$ cat config.mk
export PLATFORM = sky130hd
export DESIGN_NAME = inst_fetch_buffer
export DESIGN_NICKNAME = d
export VERILOG_FILES = /design/src/rtl/inst_fetch_buffer.sv
export SDC_FILE = /design/constraint.sdc
export NUM_CORES = 1
export LEC_CHECK = 0
export CORE_ASPECT_RATIO = 0.5
export CORE_UTILIZATION = 37
export CTS_CLUSTER_DIAMETER = 80
export CTS_CLUSTER_SIZE = 40
export DETAILED_ROUTE_END_ITERATION = 8
export SETUP_SLACK_MARGIN = 0.15
export SLEW_MARGIN = 20
export SYNTH_ARGS = -nofsm -noshare
export SYNTH_HDL_FRONTEND = slang
export SYNTH_SLANG_ARGS = --single-unit
$ cat constraint.sdc
create_clock -name clk -period 6.1 [get_ports clk]
set_clock_uncertainty 0.2 [all_clocks]
set_input_delay 1.22 -clock clk [delete_from_list [all_inputs] [get_ports clk]]
set_output_delay 1.22 -clock clk [all_outputs]
set_load 0.1 [all_outputs]
$ cat src/rtl/inst_fetch_buffer.sv
// Dual-issue instruction fetch buffer.
// Circular store of {inst, pc} pairs; accepts up to two instructions per cycle from fetch and
// presents up to two in-order instructions per cycle (show-ahead) to the decode side.
module inst_fetch_buffer #(
  parameter int unsigned DEPTH = 8
) (
  input  logic        clk,
  input  logic        rstn,
  input  logic        fifo_flush,
  input  logic        if_valid,
  input  logic        if_inst1_valid,
  input  logic [31:0] if_inst0,
  input  logic [31:0] if_inst1,
  input  logic [31:0] if_pc0,
  input  logic [31:0] if_pc1,
  output logic        if_ready,
  output logic        fifo_valid,
  input  logic        fifo_ready,
  output logic        fifo_inst1_valid,
  output logic [31:0] inst0_o,
  output logic [31:0] inst1_o,
  output logic [31:0] pc0_o,
  output logic [31:0] pc1_o,
  output logic        fetch_buf_empty
);

  localparam int unsigned AW = $clog2(DEPTH);
  localparam int unsigned CW = AW + 1;

  logic [31:0]   inst_mem [DEPTH];
  logic [31:0]   pc_mem   [DEPTH];

  logic [AW-1:0] wp_q, wp_d;
  logic [AW-1:0] rp_q, rp_d;
  logic [CW-1:0] cnt_q, cnt_d;

  logic [AW-1:0] wp_plus1, rp_plus1;
  logic          push_en, pop_en;
  logic [1:0]    push_n, pop_n;

  // Second slot of a pair lives one entry later; the AW-bit add wraps at DEPTH.
  assign wp_plus1 = wp_q + AW'(1);
  assign rp_plus1 = rp_q + AW'(1);

  // Status flags depend on the registered occupancy only, so a same-cycle pop never
  // feeds back into if_ready.
  assign if_ready         = (cnt_q <= CW'(DEPTH - 2));
  assign fifo_valid       = (cnt_q != '0);
  assign fifo_inst1_valid = (cnt_q >= CW'(2));
  assign fetch_buf_empty  = (cnt_q == '0);

  assign push_en = if_valid & if_ready;
  assign pop_en  = fifo_valid & fifo_ready;
  assign push_n  = push_en ? (if_inst1_valid ? 2'd2 : 2'd1) : 2'd0;
  assign pop_n   = pop_en ? (fifo_inst1_valid ? 2'd2 : 2'd1) : 2'd0;

  // Next-state for pointers and occupancy; flush overrides push and pop.
  always_comb begin
    wp_d  = wp_q;
    rp_d  = rp_q;
    cnt_d = cnt_q;
    if (fifo_flush) begin
      wp_d  = '0;
      rp_d  = '0;
      cnt_d = '0;
    end else begin
      wp_d  = wp_q + AW'(push_n);
      rp_d  = rp_q + AW'(pop_n);
      cnt_d = cnt_q + CW'(push_n) - CW'(pop_n);
    end
  end

  // Pointer and occupancy registers.
  always_ff @(posedge clk or negedge rstn) begin
    if (!rstn) begin
      wp_q  <= '0;
      rp_q  <= '0;
      cnt_q <= '0;
    end else begin
      wp_q  <= wp_d;
      rp_q  <= rp_d;
      cnt_q <= cnt_d;
    end
  end

  // Entry storage, not reset; stale entries are never visible because outputs are gated
  // by occupancy.
  always_ff @(posedge clk) begin
    if (push_en && !fifo_flush) begin
      inst_mem[wp_q] <= if_inst0;
      pc_mem[wp_q]   <= if_pc0;
      if (if_inst1_valid) begin
        inst_mem[wp_plus1] <= if_inst1;
        pc_mem[wp_plus1]   <= if_pc1;
      end
    end
  end

  // Show-ahead output slots, forced to zero when the slot is not valid.
  always_comb begin
    inst0_o = '0;
    pc0_o   = '0;
    inst1_o = '0;
    pc1_o   = '0;
    if (fifo_valid) begin
      inst0_o = inst_mem[rp_q];
      pc0_o   = pc_mem[rp_q];
    end
    if (fifo_inst1_valid) begin
      inst1_o = inst_mem[rp_plus1];
      pc1_o   = pc_mem[rp_plus1];
    end
  end

endmodule

==> metrics, run 1 <==
1st-iter DRT viols=1468; Critical Path Max Stage Delay=1240 ps; Sw Pwr=8.38 mW; relative slew slack=28.2%; leading post-synthesis cells by cell area=edfxtp_1 (50%), mux2_2 (17%), mux4_2 (9.4%); GR Util met2=37.7%; Worst Hold Class=reg -> reg; combinational power share=between 50% and 60%; Worst Path Required=between 4000 and 5000 ps; final core utilization=43.7%; number of setup buffers added after CTS=0; PwrDens=446 mW/mm^2; top_reg_cell synth=edfxtp_1; largest family of logic cells by synthesized area=multiplexers; die width=410 microns; r2r worst-path depth=6; row count=74; Leak Pwr=between 10 and 15 nW; hold buffer count at cts=0; Num Clock Sinks=522; GR Util met3=2.33%; global-route wire length before repair=between 100000 and 150000 microns; Final ANT Viol Nets=0; f_max=0.179 GHz; Critical Path Start Type=flip-flop; FFs w/ async S/R, synth=1.92%; crit-path cells=buf_4 -> mux2i_1 -> a22o_1 -> nor4_2 -> clkdlybuf4s50_1; Total GRT Usage=21.9%; min Tclk post-route=5600 ps; total global routing overflow=0; Final nets=2351; I/O Pins=266; Avg Vias per Cell=5.89; die height=between 200 and 250 microns; compound-cell area share of the yosys netlist=7.43%; Core Box Area=0.0819 sq mm; Max FO, Critical Path=48; kind of critical path=reg -> out; Critical R2R Launch=wp_q[0]; Yosys top cell by area=edfxtp_1; CTS Root Cell=clkbuf_16; critical path's top delay family=buffers and inverters; clock share of power=roughly 15%; Crit. Startpoint=rp_q[0]; post-synthesis net count=2177; TritonCTS clock tree=built; vias in the first global route=19700; RSZ-0062 raised after global routing=no; reg2reg setup slack=2190 ps; Worst R2R End=pc_mem[4][21]; simple-gate share of the synthesized area=5.06%; CP arrival=about 4200 ps; Crit-path slowest cell=clkdlybuf4s50_1; clk_lat worst skew=610 ps; GR Layer Usage met1=just under 30%; final-report setup violation count=0; Finished Layout Cells=3336; initial antenna violation count=10; GP Congestion=0.821; post_cts resized=0; failing checks=design-rule violations; most common cell after layout, fill and taps aside=edfxtp_1; detailed placement HPWL=55200 microns; Area Growth Syn to Fin=16.4%; crit path buf inv count=2; Post-synth EDFFs=512; fraction of layout cells with a size suffix above 1=between 30% and 40%; first-pass iteration count of the detailed router=6; CTS Buf Count=26; Initial Util=37.5%; Most Crowded Layer GR=met2; final worst path period share=91.8%; buffers added on ports=between 200 and 300; total internal power=7.59 mW; Die ar.=0.0844 sq mm; Mean Syn Cell Area=15.2 sq um; Post-Route WL=95200 microns; status=finished with violations; largest net degree at the start of global routing=94; max cap viols=0; top cell type's share of synthesized area=50.0%; DRC=8; H-tree depth=1; sw frac=a little over half; Avg WL per Cell=between 20 and 30 microns; Slew Limit Fails=0; hold slack=between 500 and 600 ps; Unique masters post-synth=41; measured slew at the worst slew-check pin=about 1100 ps; most frequent cells in the layout=edfxtp_1 (512), mux2_2 (453), clkdlybuf4s50_1 (179); synth warn=0; buffer levels on the longest clock path=3; sequential share of power=26.8%; Gate Count Post-Synth=2029; crit path capture type=primary output; flops & latches, synth=522; CP Capture Point=inst0_o[13]; Crit path depth=5; Seq/Total Area, Yosys=50.8%; maximum vdd drop=0.416 mV; post-synthesis mux area share=32.3%; DP Cell Count=3277; Synth Area in XOR/XNOR=0.248%; final-report hold violation count=0; Clock transition at path regs=110 ps; mapped cell area=between 0.03 and 0.04 sq mm; Post-Synth Adder-Cell Area=less than 1%; Vias=19700
==> synth_stat cells, types with 3 or more instances <==
cell and n:
edfxtp_1 512, mux2_2 453, nor2b_1 137, a22o_1 128, mux2i_1 128, mux4_2 128
clkbuf_1 82, a2111oi_0 64, a211oi_1 64, nor4_1 64, mux2_1 59, buf_6 37
buf_2 32, buf_1 30, nor2_1 17, inv_1 15, nand2_1 12, dfrtp_1 10
ha_1 10, o22a_1 6, fa_1 4, nor4_4 4, and2_1 3, nand3_1 3
xnor2_1 3
==> power groups by stage <==
stage               Combinational (mW)  Sequential (mW)  Clock [mW]
floorplan                         7.06             4.27           0
global placement                  9.33             4.35           0
detailed placement                9.35             4.35           0
CTS                               9.36             4.27        2.44
global route                      9.60             4.29        2.56
finish                            9.30             4.28        2.40
==> per-stage QoR <==
stage | setup TNS, ps | cell area, sq um | total power [mW] | worst slack, ps
after global routing | 0 | 35800 | 16.5 | 403
after CTS | 0 | 35800 | 16.1 | 533
final | 0 | 35800 | 16.0 | 498
after floorplan | -2820 | 31100 | 11.3 | -470
after detailed placement | 0 | 34700 | 13.7 | 1230
after global placement | 0 | 34700 | 13.7 | 1260
==> flip-flops by register name, summed over array words and instances (netlist names) <==
register  flops
pc_mem      256
inst_mem    256
wp_q          3
cnt_q         4
rp_q          3
==> cell type report <==
type / instances / area, sq um
Inverter: 15 / 58.8
Tap cell: 1102 / 1380
Timing Repair Buffer: 329 / 3090
Clock inverter: 20 / 373
Sequential cell: 522 / 15600
Multi-Input combinational cell: 1309 / 14500
Clock buffer: 28 / 679
Antenna cell: 11 / 27.5
Fill cell: 7357 / 46100
==> kinds of logic after synthesis <==
| logic type | after synthesis |
|---|---|
| xor+xnor | 7 |
| compound gates | 271 |
| simple gates | 248 |
| mux | 769 |
| fa+ha+maj | 14 |
| flops | 522 |
| buf+inv | 198 |
==> worst min-delay path, stage by stage, from the launching register on <==
cell     delay (ps)
dfrtp_1         420
ha_1            150
nor2b_1         110
==> how the worst min path moves through the flow <==
stage | from | depth (start not counted) | end | slack [ps]
after global placement | cnt_q[0] | 2 | cnt_q[0] | 480
after CTS | cnt_q[0] | 2 | cnt_q[0] | 520
after global routing | cnt_q[0] | 2 | cnt_q[0] | 570
after floorplan | wp_q[0] | 2 | wp_q[0] | 410
final | cnt_q[0] | 2 | cnt_q[0] | 510
after detailed placement | cnt_q[0] | 2 | cnt_q[0] | 500
==> routing by layer <==
metal | wire [microns] | vias to the layer above | part of all wire, %
met5 | 0 | - | 0
met4 | 2440 | 0 | 2.6
li1 | - | 8659 | -
met3 | 4450 | 126 | 4.7
met1 | 41300 | 10300 | 43
met2 | 47100 | 529 | 49
Power figures use the tool's default switching activity.
==> run 2: changes to the inputs <==
==> constraint.sdc (replaced) <==
create_clock -name clk -period 6.1 [get_ports clk]
set_clock_uncertainty 0.2 [all_clocks]
set_input_delay 0.61 -clock clk [delete_from_list [all_inputs] [get_ports clk]]
set_output_delay 0.61 -clock clk [all_outputs]
set_load 0.1 [all_outputs]
==> metrics, run 2 (synthesized netlist as in run 1, its figures left out) <==
status=finished with violations (unchanged); failing checks=design-rule violations (unchanged); H-tree depth=1 (unchanged); hold buffer count at cts=0 (unchanged); critical path's top delay family=buffers and inverters (unchanged); Max FO, Critical Path=79 (was 48); Clock transition at path regs=150 ps (was 110 ps); measured slew at the worst slew-check pin=1080 ps (was 1070 ps); ANT cells=0 (was 11); largest registers=inst_mem: 256 flops, pc_mem: 256 flops, cnt_q: 4 flops (unchanged); most frequent cells in the layout=edfxtp_1 (512), mux2_2 (453), clkdlybuf4s50_1 (260) (was edfxtp_1 (512), mux2_2 (453), clkdlybuf4s50_1 (179)); combinational power share=58.7% (was 58.2%); sw frac=52.2% (was 52.5%); f_max=0.193 GHz (was 0.179 GHz); most common cell after layout, fill and taps aside=edfxtp_1 (unchanged); buffers added on ports=265 (unchanged); fraction of layout cells with a size suffix above 1=34.5% (was 39.0%); Final ANT Viol Nets=0 (unchanged); buffer levels on the longest clock path=3 (unchanged); Crit-path slowest cell=clkdlybuf4s50_1 (unchanged); sequential share of power=26.7% (was 26.8%); final-report hold violation count=0 (unchanged); Total GRT Usage=21.9% (about the same); Avg Vias per Cell=5.95 (was 5.89); max cap viols=0 (unchanged); Area Growth Syn to Fin=16.2% (was 16.4%); Critical Path Max Stage Delay=1250 ps (was 1240 ps); Crit path depth=5 (unchanged); FILL cells=7345 (was 7357); placed inst area=0.0347 sq mm (about the same); clk_lat worst skew=650 ps (was 610 ps); crit-path cells=buf_4 -> mux2i_1 -> a22o_1 -> nor4_1 -> clkdlybuf4s50_1 (was buf_4 -> mux2i_1 -> a22o_1 -> nor4_2 -> clkdlybuf4s50_1); final-report setup violation count=0 (unchanged); setup TNS=0 ps (unchanged); 1st-iter DRT viols=1599 (was 1468); CTS Root Cell=clkbuf_16 (unchanged); TritonCTS clock tree=built (unchanged); kind of critical path=reg -> out (unchanged); first-pass iteration count of the detailed router=7 (was 6); row count=74 (unchanged); global-route wire length before repair=136000 microns (about the same); Worst Path Required=5290 ps (was 4680 ps); CP arrival=4380 ps (was 4180 ps); final non-filler cell area=0.0358 sq mm (about the same); CTS Buf Count=24 (was 26); Post-Route WL=94600 microns (was 95200 microns); min Tclk post-route=5190 ps (was 5600 ps); Initial Util=37.5% (unchanged); number of setup buffers added after CTS=0 (unchanged); relative slew slack=27.6% (was 28.2%); Worst Hold Class=in -> async (was reg -> reg); initial antenna violation count=2 (was 10); total global routing overflow=0 (unchanged); Slew Limit Fails=0 (unchanged); total power=16.0 mW (about the same); die height=206 microns (unchanged); Avg WL per Cell=28.6 microns (about the same); Critical Path Start Type=flip-flop (unchanged); Leak Pwr=10.7 nW (was 10.9 nW); die width=410 microns (unchanged); I/O Pins=266 (unchanged); detailed placement HPWL=53600 microns (was 55200 microns); final worst path period share=85.0% (was 91.8%); Vias=19700 (about the same); Critical R2R Launch=wp_q[0] (unchanged); Die ar.=0.0844 sq mm (unchanged); DRC=8 (unchanged); maximum vdd drop=0.483 mV (was 0.416 mV); Core Box Area=0.0819 sq mm (unchanged); r2r worst-path depth=6 (unchanged); Crit. Startpoint=rp_q[0] (unchanged); total internal power=7.64 mW (was 7.59 mW); post_cts resized=0 (unchanged); Final nets=2335 (was 2351); Num Clock Sinks=522 (unchanged); crit path capture type=primary output (unchanged); largest net degree at the start of global routing=175 (was 94); clock share of power=14.6% (was 15.0%); PwrDens=446 mW/mm^2 (about the same); RSZ-0062 raised after global routing=no (unchanged); crit path buf inv count=2 (unchanged); GP Congestion=0.774 (was 0.821); Sw Pwr=8.33 mW (was 8.38 mW); vias in the first global route=19900 (was 19700)
run 2: cell types whose count changed in the layout (fill, tap and decap cells not counted), moves of 3 or more:
cell	change
nor4_2	-8
clkdlybuf4s50_1	+81
buf_4	-94
diode_2	-11
clkinv_16	+3
nor4_1	+8
run 2: worst register-to-register path, stage by stage, from the launching register on:
cell,delay [ps]
dfrtp_1,850
ha_1,550
xor2_2,210
nand2_1,180
or3_4,810
buf_4,600
mux2_2,410
run 2: metal layers:
layer	up-vias	wire length, microns	GRT usage [%]
met5	-	23	0
met4	4	2000	4.58
met3	104	4730	2.44
met2	538	45700	37.2
met1	10400	42200	30.2
li1	8608	-	-
run 2: path summary, 6_finish.rpt:
| path | end | slack [ps] |
|---|---|---|
| max in group asynchronous | rp_q[0] | 5190 |
| setup reg to reg | pc_mem[6][19] | 2050 |
| hold reg to reg | cnt_q[0] | 570 |
| hold / removal | cnt_q[0] | 80 |
| min in group clk | cnt_q[0] | 570 |
| setup / recovery | inst0_o[30] | 910 |
run 2: power groups by stage:
stage          clock network (mW)  registers, mW  logic (mW)
6_report                     2.32           4.27        9.37
5_1_grt                      2.49           4.29        9.67
4_1_cts                      2.38           4.27        9.44
3_5_place_dp                    0           4.35        9.41
3_3_place_gp                    0           4.34        9.39
2_1_floorplan                   0           4.27        7.03
run 2: stage by stage:
step / setup slack [ps] / hold WS (ps) / util (%) / cells
floorplan: -412 / 114 / - / 2029
global placement: 1530 / 536 / 42.4 / 3262
detailed placement: 1520 / 530 / 42.4 / 3263
CTS: 822 / 77.9 / 43.6 / 3307
global route: 729 / 85.3 / 43.6 / 3307
finish: 912 / 83.0 / 43.6 / 3307
run 2: cell type report:
cell class	instances	area [sq um]	area share (%)
inverters	15	58.8	0.164
multi-input cells	1309	14500	40.5
clock inverters	17	370	1.04
clock buffers	27	643	1.80
well taps	1102	1380	3.86
repair buffers	315	3180	8.89
flip-flops and latches	522	15600	43.7
